### config.mk
export PLATFORM = sky130hd
export DESIGN_NAME = fetch_unit
export DESIGN_NICKNAME = d
export VERILOG_FILES = /design/src/rtl/cpu_pkg.sv /design/src/rtl/pc_reg.sv /design/src/rtl/fetch_unit.sv
export SDC_FILE = /design/constraint.sdc
export NUM_CORES = 1
export LEC_CHECK = 0
export CAP_MARGIN = 20
export CORE_UTILIZATION = 41
export CTS_BUF_LIST = sky130_fd_sc_hd__clkbuf_4 sky130_fd_sc_hd__clkbuf_8 sky130_fd_sc_hd__clkbuf_16
export DETAILED_ROUTE_END_ITERATION = 16
export PLACE_DENSITY = 0.77
export SLEW_MARGIN = 20
export SYNTH_ARGS = -nofsm -noshare
export SYNTH_HDL_FRONTEND = slang
export SYNTH_SLANG_ARGS = --single-unit
### constraint.sdc
create_clock -name clk -period 2 [get_ports clk]
set_input_delay 0.4 -clock clk [delete_from_list [all_inputs] [get_ports clk]]
set_output_delay 0.4 -clock clk [all_outputs]
set_load 0.005 [all_outputs]
### src/rtl/cpu_pkg.sv
// Shared CPU constants and the IF/ID pipeline register layout.
// Imported by the fetch stage and anything that consumes IF/ID.
package cpu_pkg;

  localparam int INSTR_W = 32;
  localparam int PC_W    = 32;
  localparam int OPC_W   = 6;

  localparam logic [OPC_W-1:0]   OPC_HALT  = 6'b111111;
  localparam logic [INSTR_W-1:0] HALT_WORD = 32'hFC000000;
  localparam logic [INSTR_W-1:0] NOP_WORD  = 32'h00000000;

  typedef struct packed {
    logic [INSTR_W-1:0] instr;
    logic [PC_W-1:0]    pc4;
    logic               vld;
  } ifid_t;

  localparam ifid_t IFID_BUBBLE = '{instr: NOP_WORD, pc4: '0, vld: 1'b0};

  function automatic logic is_halt(input logic [INSTR_W-1:0] word);
    return word[INSTR_W-1 -: OPC_W] == OPC_HALT;
  endfunction

endpackage

### src/rtl/pc_reg.sv
// Program counter register: loads d when load=1, otherwise holds; async active-low reset.
// One-edge latency from d to q; no flow control of its own, the caller gates load.
module pc_reg #(
  parameter int           W         = 32,
  parameter logic [W-1:0] RESET_VAL = '0
) (
  input  logic         clk,
  input  logic         reset,
  input  logic         load,
  input  logic [W-1:0] d,
  output logic [W-1:0] q
);

  always_ff @(posedge clk or negedge reset) begin
    if (!reset) begin
      q <= RESET_VAL;
    end else if (load) begin
      q <= d;
    end
  end

endmodule

### src/rtl/fetch_unit.sv
// Fetch stage: owns the PC, captures the fetched word into IF/ID one edge after o_PC.
// i_Stall holds PC and IF/ID; i_Redirect flushes IF/ID and reloads PC; a halt word freezes fetch until reset.
module fetch_unit
  import cpu_pkg::*;
#(
  parameter int          SIZE_IM   = 128,
  parameter logic [31:0] RESET_PC  = 32'h00000000,
  parameter logic [31:0] HALT_WORD = cpu_pkg::HALT_WORD
) (
  input  logic        clk,
  input  logic        reset,
  input  logic [31:0] i_Instruction,
  input  logic        i_Stall,
  input  logic        i_Redirect,
  input  logic [31:0] i_Target,
  output logic [31:0] o_PC,
  output logic [31:0] o_IfId_Instr,
  output logic [31:0] o_IfId_PC4,
  output logic        o_IfId_Valid,
  output logic        o_Halted,
  output logic [31:0] o_Fetch_Count
);

  // One bit wider than the PC so the byte limit cannot overflow for any depth.
  localparam logic [PC_W:0] IM_LIMIT = 33'(SIZE_IM) << 2;

  logic [PC_W-1:0]    pc;
  logic [PC_W-1:0]    pc_plus4;
  logic [PC_W-1:0]    pc_next;
  logic               pc_load;
  logic               in_range;
  logic [INSTR_W-1:0] fetched;
  logic               fetched_halt;
  logic               advance;
  ifid_t              ifid;
  logic               halted;
  logic [31:0]        fetch_count;

  assign pc_plus4     = pc + 32'd4;
  assign in_range     = {1'b0, pc} < IM_LIMIT;
  assign fetched      = in_range ? i_Instruction : HALT_WORD;
  assign fetched_halt = is_halt(fetched);
  assign advance      = !halted && !i_Redirect && !i_Stall;

  // Once halted, redirect is ignored; before that it beats a same-cycle halt fetch.
  always_comb begin
    pc_load = 1'b0;
    pc_next = pc;
    if (!halted) begin
      if (i_Redirect) begin
        pc_load = 1'b1;
        pc_next = {i_Target[PC_W-1:2], 2'b00};
      end else if (!i_Stall && !fetched_halt) begin
        pc_load = 1'b1;
        pc_next = pc_plus4;
      end
    end
  end

  pc_reg #(
    .W        (PC_W),
    .RESET_VAL(RESET_PC)
  ) u_pc_reg (
    .clk  (clk),
    .reset(reset),
    .load (pc_load),
    .d    (pc_next),
    .q    (pc)
  );

  always_ff @(posedge clk or negedge reset) begin
    if (!reset) begin
      ifid        <= IFID_BUBBLE;
      halted      <= 1'b0;
      fetch_count <= '0;
    end else if (halted || i_Redirect) begin
      ifid <= IFID_BUBBLE;
    end else if (advance) begin
      ifid        <= '{instr: fetched, pc4: pc_plus4, vld: 1'b1};
      fetch_count <= fetch_count + 32'd1;
      if (fetched_halt) begin
        halted <= 1'b1;
      end
    end
  end

  assign o_PC          = pc;
  assign o_IfId_Instr  = ifid.instr;
  assign o_IfId_PC4    = ifid.pc4;
  assign o_IfId_Valid  = ifid.vld;
  assign o_Halted      = halted;
  assign o_Fetch_Count = fetch_count;

endmodule

==> results.yml, run 1 <==
synth:
  synth.top_cells.by_area: "dfrtp_1, xnor2_1, nand2_1"
  synth_top_cell_by_area: "dfrtp_1"
  synth_warnings: 0
  synth_edf_count: 0
  ys_async_sr_fraction_pct: 100
  avgSynthCellArea_um2: 10.3
  ys.flop_type: "dfrtp_1"
  synth_area_um2: 5670
  synth_seq_cells: 126
  synth_cells: 550
  synth_top_area_share_pct: 55.6
  yosysSeqAreaShare_pct: 55.6
  post_synth_num_cell_types: 42
place:
  place.gp.congestion: 0.920
  placed_cell_area_um2: 8270
  dp_slack_ns: -0.459
  io_buffers: 191
  dp_hpwl_mm: 12.4
clock_tree:
  cts_tree: "built"
  clk_pin_slew_ns: 0.05
  clockBufferDepth: 2
  clkSinkCount: 126
  clock_latency_ns: 0.42
  h-tree-depth: 4
  cts-root-buf: "clkbuf_16"
  cts_buffers: 17
sta:
  worstMarginPinSlew_ns: 0.526
  max_freq_mhz: 510
  hold_viol: 0
  setup_viol: 0
  slew_headroom_pct: 64.9
  worst_slack_ns: 0.0409
  fin_crit_sh_pct: 98.0
  drv_slew: 0
  post-route-min-period_ns: 1.96
  fin_skew_ns: 0.00709
  rsz0062_at_grt: "true"
global_route:
  grt-ovfl-total: 0
  grt_max_degree: 51
  grt_pass1_vias: 5170
  antenna_found_initial: 0
  grt_pass1_wl_mm: 26.5
  grt.total_usage_pct: 24.2
worst_setup_path:
  arrival_ns: 2.25
  path_delay_family: "simple AND/OR/NAND/NOR gates"
  cp_num_buf_inv: 1
  cp_cell_sequence: "buf_6, nand4_1, or4_4, nor4_1, xnor2_1, o21ai_1"
  cpPeakStageDelay_ns: 0.61
  critPathCaptureType: "register"
  worstPathMaxFanout: 8
  crit_type: "reg -> reg"
  startpoint_type: "register"
  slowest_stage: "or4_4"
  worstPathRequired_ns: 2.29
power_and_ir_drop:
  swShare_pct: 19.6
  power.share.clock_pct: 52.4
  p_comb_share_pct: 7.4
  p_per_area_nw_per_um2: 717
  peakVddDrop_uv: 541
  p_int_mw: 5.22
  power.net_switching_mw: 1.27
  p_leak_nw: 3.97
  seqPwrFrac_pct: 40.2
die:
  die_width_um: 120
  placeableCoreArea_um2: 13300
  initial_core_util_pct: 42.5
  die_h_um: 120
  fp.dieArea_um2: 14300
  ios: 198
  fp-row-count: 42
cells_and_area:
  fillers: 1006
  diodes: 0
  fin_area_um2: 9060
  layout.nets: 877
  syn2layout_area_growth_pct: 59.7
  drive_gt1_share_pct: 16.0
  final_util_pct: 67.9
routing:
  drt_iter0_drc: 281
  via_count: 5230
  drt-total-wl_mm: 16.9
  dr.pass1.iters: 4
  drc_errors: 0
  vias_per_cell: 5.26
  wire_per_inst_um: 17.0
  ant_nets: 0
status:
  status: "complete, no violations"
run:
  drv_cap: 0
hold_path:
  hold_class: "reg -> reg"
## flip-flops by register name, summed over array words and instances (netlist names)
register,flops
o_Fetch_Count,32
o_IfId_Instr,32
o_IfId_Valid,1
u_pc_reg.q,30
o_Halted,1
o_IfId_PC4,30
## cells in the mapped netlist, drive strengths merged (2+ instances only)
| cell | n |
|---|---|
| a31oi | 15 |
| a22o | 27 |
| nor3 | 12 |
| xnor2 | 43 |
| dfrtp | 126 |
| nor2 | 38 |
| nand2 | 89 |
| nand3 | 25 |
| buf | 11 |
| nand4 | 17 |
| o22ai | 3 |
| nor4 | 14 |
| inv | 17 |
| o311ai | 5 |
| ha | 2 |
| or4 | 2 |
| o211ai | 5 |
| o21ai | 36 |
| xor2 | 16 |
| a21oi | 2 |
| clkbuf | 21 |
| o31a | 2 |
| and3 | 8 |
| and4 | 6 |
| or3 | 2 |
## path summary, 6_finish.rpt
path / start / endpoint / slack (ns) / depth (start not counted)
worst max register to register: u_pc_reg.q[15] / o_IfId_PC4[31] / 0.04 / 6
worst min-delay path: o_IfId_Instr[26] / o_IfId_Instr[26] / 0.47 / 2
max in group asynchronous: reset / o_IfId_PC4[17] / 0.85 / 3
worst min register to register: o_IfId_Instr[26] / o_IfId_Instr[26] / 0.47 / 2
min in group asynchronous: reset / o_Fetch_Count[9] / 0.51 / 2
worst max-delay path: u_pc_reg.q[15] / o_IfId_PC4[31] / 0.04 / 6
## layout make-up
type                    count  area (µm²)  area share, %
well taps                 176         220           2.43
clock inverters             6         155           1.71
clock buffers              25         504           5.56
flip-flops and latches    126        3150           34.8
multi-input cells         379        2400           26.5
inverters                  17        63.8          0.704
repair buffers            266        2560           28.3
## metal layers
| layer | up-vias | share of wire (%) | GRT usage, % |
|---|---|---|---|
| met5 | - | 0 | 0 |
| met4 | 0 | 1.7 | 9.38 |
| met3 | 25 | 6.3 | 5.13 |
| met2 | 188 | 50 | 41.6 |
| met1 | 2568 | 42 | 29.6 |
| li1 | 2449 | - | - |
## tightest hold or removal path: cells and delay by family (launching register included)
family	cells	cell delay [ns]
DFF	1	0.34
and+or+nand+nor	2	0.10
## kinds of logic after synthesis
group | Yosys count | synth area share (%)
simple gates | 214 | 19.2
flops | 126 | 55.6
compound gates | 98 | 11.7
xor+xnor | 59 | 9.11
buf+inv | 49 | 3.73
fa+ha+maj | 2 | 0.441
other cells | 1 | 0.0661
mux | 1 | 0.176
## layout by cell type (no fill, tap or decap), types with 4 or more instances in the layout
master             n
nand2_1           89
xor2_1            16
and3_1             7
o21ai_1           15
o311ai_1           5
nor4_2             5
a31oi_1           15
clkbuf_4           5
dfrtp_1          125
nor3_2             5
nor3_1             5
buf_12             6
bufinv_16          5
nor4_1             6
o211ai_1           5
buf_4             66
clkbuf_16         17
conb_1             4
and4_1             6
nand3_1           25
clkdlybuf4s50_1  190
xnor2_1           43
inv_1             16
a22o_1            27
nand4_1           15
o21ai_0           21
nor2_1            36
## stage by stage
step	total power, mW	std cells	TNS (ns)	hold slack, ns
after floorplan	2.78	553	0	0.104
after global routing	6.70	995	-0.116	0.492
final	6.49	995	0	0.469
after detailed placement	3.12	959	-19.72	0.411
after CTS	6.54	992	0	0.471
after global placement	3.11	959	-14.49	0.408
## power by group through the flow
stage | combinational, mW | clock [mW] | sequential (mW)
final | 0.481 | 3.40 | 2.61
after floorplan | 0.106 | 0 | 2.67
after detailed placement | 0.473 | 0 | 2.65
after global placement | 0.467 | 0 | 2.65
after CTS | 0.481 | 3.46 | 2.61
after global routing | 0.523 | 3.57 | 2.61
## repair_timing
action,in CTS,in global routing
pin swaps,1,3
hold buffers,1,0
resized for setup,3,12
setup buffers,0,3
endpoints found under the setup margin,28,22
gates cloned,1,0
hold endpoints to repair,37,0
(Power assumes the default switching activity.)
==> run 2: changes to the inputs <==
--- a/config.mk
+++ b/config.mk
@@ -6,10 +6,10 @@
 export NUM_CORES = 1
 export LEC_CHECK = 0
 export CAP_MARGIN = 20
-export CORE_UTILIZATION = 41
+export CORE_UTILIZATION = 45
 export CTS_BUF_LIST = sky130_fd_sc_hd__clkbuf_4 sky130_fd_sc_hd__clkbuf_8 sky130_fd_sc_hd__clkbuf_16
 export DETAILED_ROUTE_END_ITERATION = 16
-export PLACE_DENSITY = 0.77
+export PLACE_DENSITY = 0.8
 export SLEW_MARGIN = 20
 export SYNTH_ARGS = -nofsm -noshare
 export SYNTH_HDL_FRONTEND = slang
==> constraint.sdc (replaced) <==
create_clock -name clk -period 2.2 [get_ports clk]
set_input_delay 0.44 -clock clk [delete_from_list [all_inputs] [get_ports clk]]
set_output_delay 0.44 -clock clk [all_outputs]
set_load 0.005 [all_outputs]
==> run 2 against run 1 <==
Sequential power fell by 8.4%; register-to-register slack gained 0.13 ns; via count decreased by 1.2%; clock power is 17% lower; global-route usage up 1.8 points; final area shrank 4.5%; wire length decreased by 4.4%; maximum frequency down 3.3%; non-clock buffer count fell by 31; power shrank 14%; die area fell by 8.7%; final cell count fell by 3.9%; critical path type unchanged; critical endpoint is now u_pc_reg.q[19].
==> results.yml, run 2 (synthesized netlist as in run 1, its figures left out) <==
worst_setup_path:
  worstPathMaxFanout: 10
  cp_cell_sequence: "and3_1, nand3_1, or3_1, o22ai_1, a21oi_1"
  slowest_stage: "or3_1"
  path_delay_family: "simple AND/OR/NAND/NOR gates"
  cp_num_buf_inv: 0
  worstPathRequired_ns: 2.50
  arrival_ns: 2.32
  critPathCaptureType: "register"
  cpPeakStageDelay_ns: 0.56
  startpoint_type: "register"
  crit_type: "reg -> reg"
sta:
  drv_slew: 0
  fin_crit_sh_pct: 92.1
  holdWs_ns: 0.0137
  setup_viol: 0
  slew_headroom_pct: 63.4
  fin_skew_ns: 0.0114
  hold_viol: 0
  worstMarginPinSlew_ns: 0.547
  post-route-min-period_ns: 2.03
  max_freq_mhz: 494
  rsz0062_at_grt: "false"
routing:
  vias_per_cell: 5.40
  dr.pass1.iters: 5
  drt-total-wl_mm: 16.1
  ant_nets: 0
  wire_per_inst_um: 16.9
  drc_errors: 0
  via_count: 5165
  drt_iter0_drc: 347
cells_and_area:
  fillers: 897
  final_cell_mix: "clkdlybuf4s50_1, dfrtp_1, nand2_1, xnor2_1, buf_4"
  drive_gt1_share_pct: 12.3
  regArea_um2: 3150
  final_util_pct: 71.2
  diodes: 0
  syn2layout_area_growth_pct: 52.6
  layout.nets: 845
  final_common_cell: "clkdlybuf4s50_1"
  fin_area_um2: 8660
  fin_cells: 956
  multiInputGateArea_um2: 2330
die:
  initial_core_util_pct: 46.7
  fp.dieArea_um2: 13100
  die_width_um: 114
  placeableCoreArea_um2: 12200
  fp-row-count: 40
  die_h_um: 114
  ios: 198
clock_tree:
  cts_buffers: 17
  clock_latency_ns: 0.41
  cts-root-buf: "clkbuf_16"
  clockBufferDepth: 2
  cts_tree: "built"
  postCtsSetupRepairBufs: 0
  clk_pin_slew_ns: 0.06
  hold_buffers: 0
  clkSinkCount: 126
  h-tree-depth: 4
global_route:
  grt_pass1_wl_mm: 26.2
  grt.total_usage_pct: 25.9
  grt-ovfl-total: 0
  grt_pass1_vias: 5214
  antenna_found_initial: 0
  grt_max_degree: 74
run:
  drv_cap: 0
status:
  status: "complete, no violations"
place:
  place.gp.congestion: 0.849
  io_buffers: 191
  placed_cell_area_um2: 8050
  dp_hpwl_mm: 11.6
  dp.cells: 924
power_and_ir_drop:
  p_leak_nw: 3.71
  peakVddDrop_uv: 513
  p_total_mw: 5.60
  p_per_area_nw_per_um2: 646
hold_path:
  hold_class: "in -> async"
## run 2: cell types whose count changed in the layout (fill, tap and decap cells not counted), moves of 2 or more
cell / change
buf_4: -26
buf_6: -3
bufinv_16: -2
clkbuf_8: -3
clkinv_2: +3
clkinv_4: +2
clkinvlp_4: +2
nor2_4: -2
nor3_4: -2
nor4_1: +2
nor4_4: -2
## run 2: cell type report
class | count | area share (%)
flip-flops and latches | 126 | 36.4
clock inverters | 11 | 1.65
clock buffers | 21 | 5.26
repair buffers | 235 | 26.6
well taps | 168 | 2.43
multi-input cells | 378 | 26.9
inverters | 17 | 0.737
## run 2: metal layers
| layer | global-route usage (%) | vias up | wire length (µm) |
|---|---|---|---|
| met1 | 32.7 | 2529 | 6730 |
| li1 | - | 2374 | - |
| met4 | 7.79 | 0 | 225 |
| met2 | 44.2 | 241 | 7970 |
| met3 | 6.41 | 21 | 1210 |
| met5 | 0 | - | 0 |
## run 2: power by group
| part | internal (mW) | total [mW] | leakage (nW) | switching [mW] |
|---|---|---|---|---|
| logic | 0.222 | 0.390 | 1.73 | 0.168 |
| clock network | 1.82 | 2.82 | 0.294 | 0.995 |
| registers | 2.35 | 2.39 | 1.69 | 0.0390 |
## run 2: metrics by stage
step                TNS [ns]  setup slack [ns]
floorplan                  0             0.222
global placement      -0.359           -0.0946
detailed placement    -0.791            -0.138
CTS                        0             0.132
global route               0            0.0334
finish                     0             0.174
## run 2: worst paths after layout
kind | from | endpoint | slack (ns) | depth (start not counted)
min | reset | o_IfId_PC4[10] | 0.01 | 2
min in group clk | o_IfId_Instr[27] | o_IfId_Instr[27] | 0.47 | 2
max reg2reg | u_pc_reg.q[4] | u_pc_reg.q[19] | 0.17 | 5
min reg2reg | o_IfId_Instr[27] | o_IfId_Instr[27] | 0.47 | 2
max | u_pc_reg.q[4] | u_pc_reg.q[19] | 0.17 | 5
max in group asynchronous | reset | o_IfId_Instr[10] | 1.82 | 2
## run 2: repair_timing
| item | 4_1_cts | 5_1_grt |
|---|---|---|
| gates resized for setup | 0 | 1 |
| endpoints found under the setup margin | 0 | 1 |
| hold endpoints to repair | 0 | 0 |
==> run 3: changes to the inputs <==
--- a/config.mk
+++ b/config.mk
@@ -9,6 +9,8 @@
 export CORE_UTILIZATION = 45
 export CTS_BUF_LIST = sky130_fd_sc_hd__clkbuf_4 sky130_fd_sc_hd__clkbuf_8 sky130_fd_sc_hd__clkbuf_16
 export DETAILED_ROUTE_END_ITERATION = 16
+export GPL_TIMING_DRIVEN = 0
+export HOLD_SLACK_MARGIN = 0.08
 export PLACE_DENSITY = 0.8
 export SLEW_MARGIN = 20
 export SYNTH_ARGS = -nofsm -noshare
==> run 3 against run 2 <==
Final area is 1.0% lower; via count hardly changed; final cell count is 0.63% lower; global-route usage is 0.38 points higher; sequential share of layout area is 0.40 points higher; clock power is 3% lower; non-clock buffer count is 4 lower; wire length is 1.3% higher; register-to-register slack worse by 0.07 ns; die area stayed put; worst hold slack better by 0.45 ns; largest power group unchanged.
==> results.yml, run 3 (synthesized netlist as in run 1, its figures left out) <==
status:
  status: "complete, no violations"
sta:
  drv_slew: 0
  holdWs_ns: 0.461
  setup_viol: 0
  max_freq_mhz: 478
  hold_viol: 0
  fin_crit_sh_pct: 95.0
  post-route-min-period_ns: 2.09
  rsz0062_at_grt: "true"
  fin_skew_ns: 0.00738
  slew_headroom_pct: 59.2
  worstMarginPinSlew_ns: 0.612
cells_and_area:
  drive_gt1_share_pct: 9.97
  final_common_cell: "clkdlybuf4s50_1"
  syn2layout_area_growth_pct: 51.0
  multiInputGateArea_um2: 2410
  final_util_pct: 70.5
  fillers: 873
  final_cell_mix: "clkdlybuf4s50_1, dfrtp_1, nand2_1, xnor2_1, nor2_1"
  regArea_um2: 3150
  diodes: 0
  layout.nets: 841
worst_setup_path:
  cp_num_buf_inv: 1
  cp_cell_sequence: "nand4_2, or4_4, buf_6, nor3_2, xnor2_1, o21ai_1"
  crit_type: "reg -> reg"
  cpPeakStageDelay_ns: 0.61
  worstPathRequired_ns: 2.47
  arrival_ns: 2.37
  path_delay_family: "simple AND/OR/NAND/NOR gates"
  worstPathMaxFanout: 10
  slowest_stage: "or4_4"
  critPathCaptureType: "register"
  startpoint_type: "register"
routing:
  drc_errors: 0
  drt-total-wl_mm: 16.3
  via_count: 5162
  dr.pass1.iters: 4
  ant_nets: 0
  wire_per_inst_um: 17.2
  vias_per_cell: 5.43
  drt_iter0_drc: 362
power_and_ir_drop:
  p_per_area_nw_per_um2: 642
  peakVddDrop_uv: 440
  p_total_mw: 5.50
  p_leak_nw: 3.65
clock_tree:
  clock_latency_ns: 0.41
  cts_tree: "built"
  clockBufferDepth: 2
  h-tree-depth: 4
  clk_pin_slew_ns: 0.06
  clkSinkCount: 126
  cts-root-buf: "clkbuf_16"
  cts_buffers: 17
die:
  fp.dieArea_um2: 13100
  die_h_um: 114
  die_width_um: 114
  ios: 198
  fp-row-count: 40
  placeableCoreArea_um2: 12200
  initial_core_util_pct: 46.7
global_route:
  grt_max_degree: 65
  grt.total_usage_pct: 26.3
  grt-ovfl-total: 0
  antenna_found_initial: 0
  grt_pass1_vias: 5183
  grt_pass1_wl_mm: 26.3
place:
  io_buffers: 191
  place.gp.congestion: 0.835
  dp_hpwl_mm: 11.9
hold_path:
  hold_class: "reg -> reg"
run:
  drv_cap: 0
-- run 3: changes by cell type in the layout (fill, tap and decap cells not counted), moves of 4 or more --
cell      previous run  this run
buf_12               5         0
buf_4               40        10
clkbuf_1             0        16
clkbuf_2             0         4
-- run 3: where the power goes --
group | internal [mW] | switching [mW]
Combinational | 0.206 | 0.149
Clock | 1.77 | 0.969
Sequential | 2.35 | 0.0585
-- run 3: worst register-to-register path, delay by kind of cell, from the launching register on --
kind | cells | cell delay [ns]
compound gates | 1 | 0.09
flops | 1 | 0.49
simple gates | 3 | 1.02
buf+inv | 1 | 0.18
xor+xnor | 1 | 0.17
-- run 3: final cells by class --
class | instances | area share [%]
sequential | 126 | 36.8
clock inverter | 7 | 1.02
multi-input combinational | 378 | 28.1
tap | 168 | 2.45
inverter | 17 | 0.745
clock buffer | 23 | 5.71
timing repair buffer | 199 | 23.3
buffer | 32 | 1.84
-- run 3: path summary, 6_finish.rpt --
check / startpoint / to / slack [ns] / cells after the start
setup / recovery: u_pc_reg.q[8] / o_IfId_PC4[22] / 0.11 / 6
min in group asynchronous: reset / u_pc_reg.q[2] / 0.57 / 2
setup reg to reg: u_pc_reg.q[8] / o_IfId_PC4[22] / 0.11 / 6
hold / removal: o_IfId_Instr[29] / o_IfId_Instr[29] / 0.46 / 2
max in group asynchronous: reset / o_IfId_PC4[30] / 0.92 / 3
hold reg to reg: o_IfId_Instr[29] / o_IfId_Instr[29] / 0.46 / 2
-- run 3: routing by layer --
metal | part of all wire (%) | track usage [%] | wire length [µm]
met4 | 2.0 | 9.96 | 331
met5 | 0 | 0 | 0
met2 | 49 | 44.4 | 7980
met3 | 7.2 | 6.62 | 1170
met1 | 42 | 32.7 | 6850
-- run 3: timing repair --
item / in CTS / in global routing
hold buffers: 1 / 0
resized for setup: 10 / 17
buffers inserted: 5 / 1
endpoints found under the setup margin: 41 / 52
pin swaps: 3 / 1
hold endpoints to repair: 63 / 0
-- run 3: per-stage QoR --
step                TNS (ns)  area, µm²  instances  worst slack [ns]
CTS                        0       8520        949            0.0108
global placement     -517.41       7810        912             -4.00
global route          -0.392       8570        950           -0.0295
floorplan                  0       5690        553             0.222
detailed placement    -16.74       7840        913            -0.657
finish                     0       8570        950             0.109
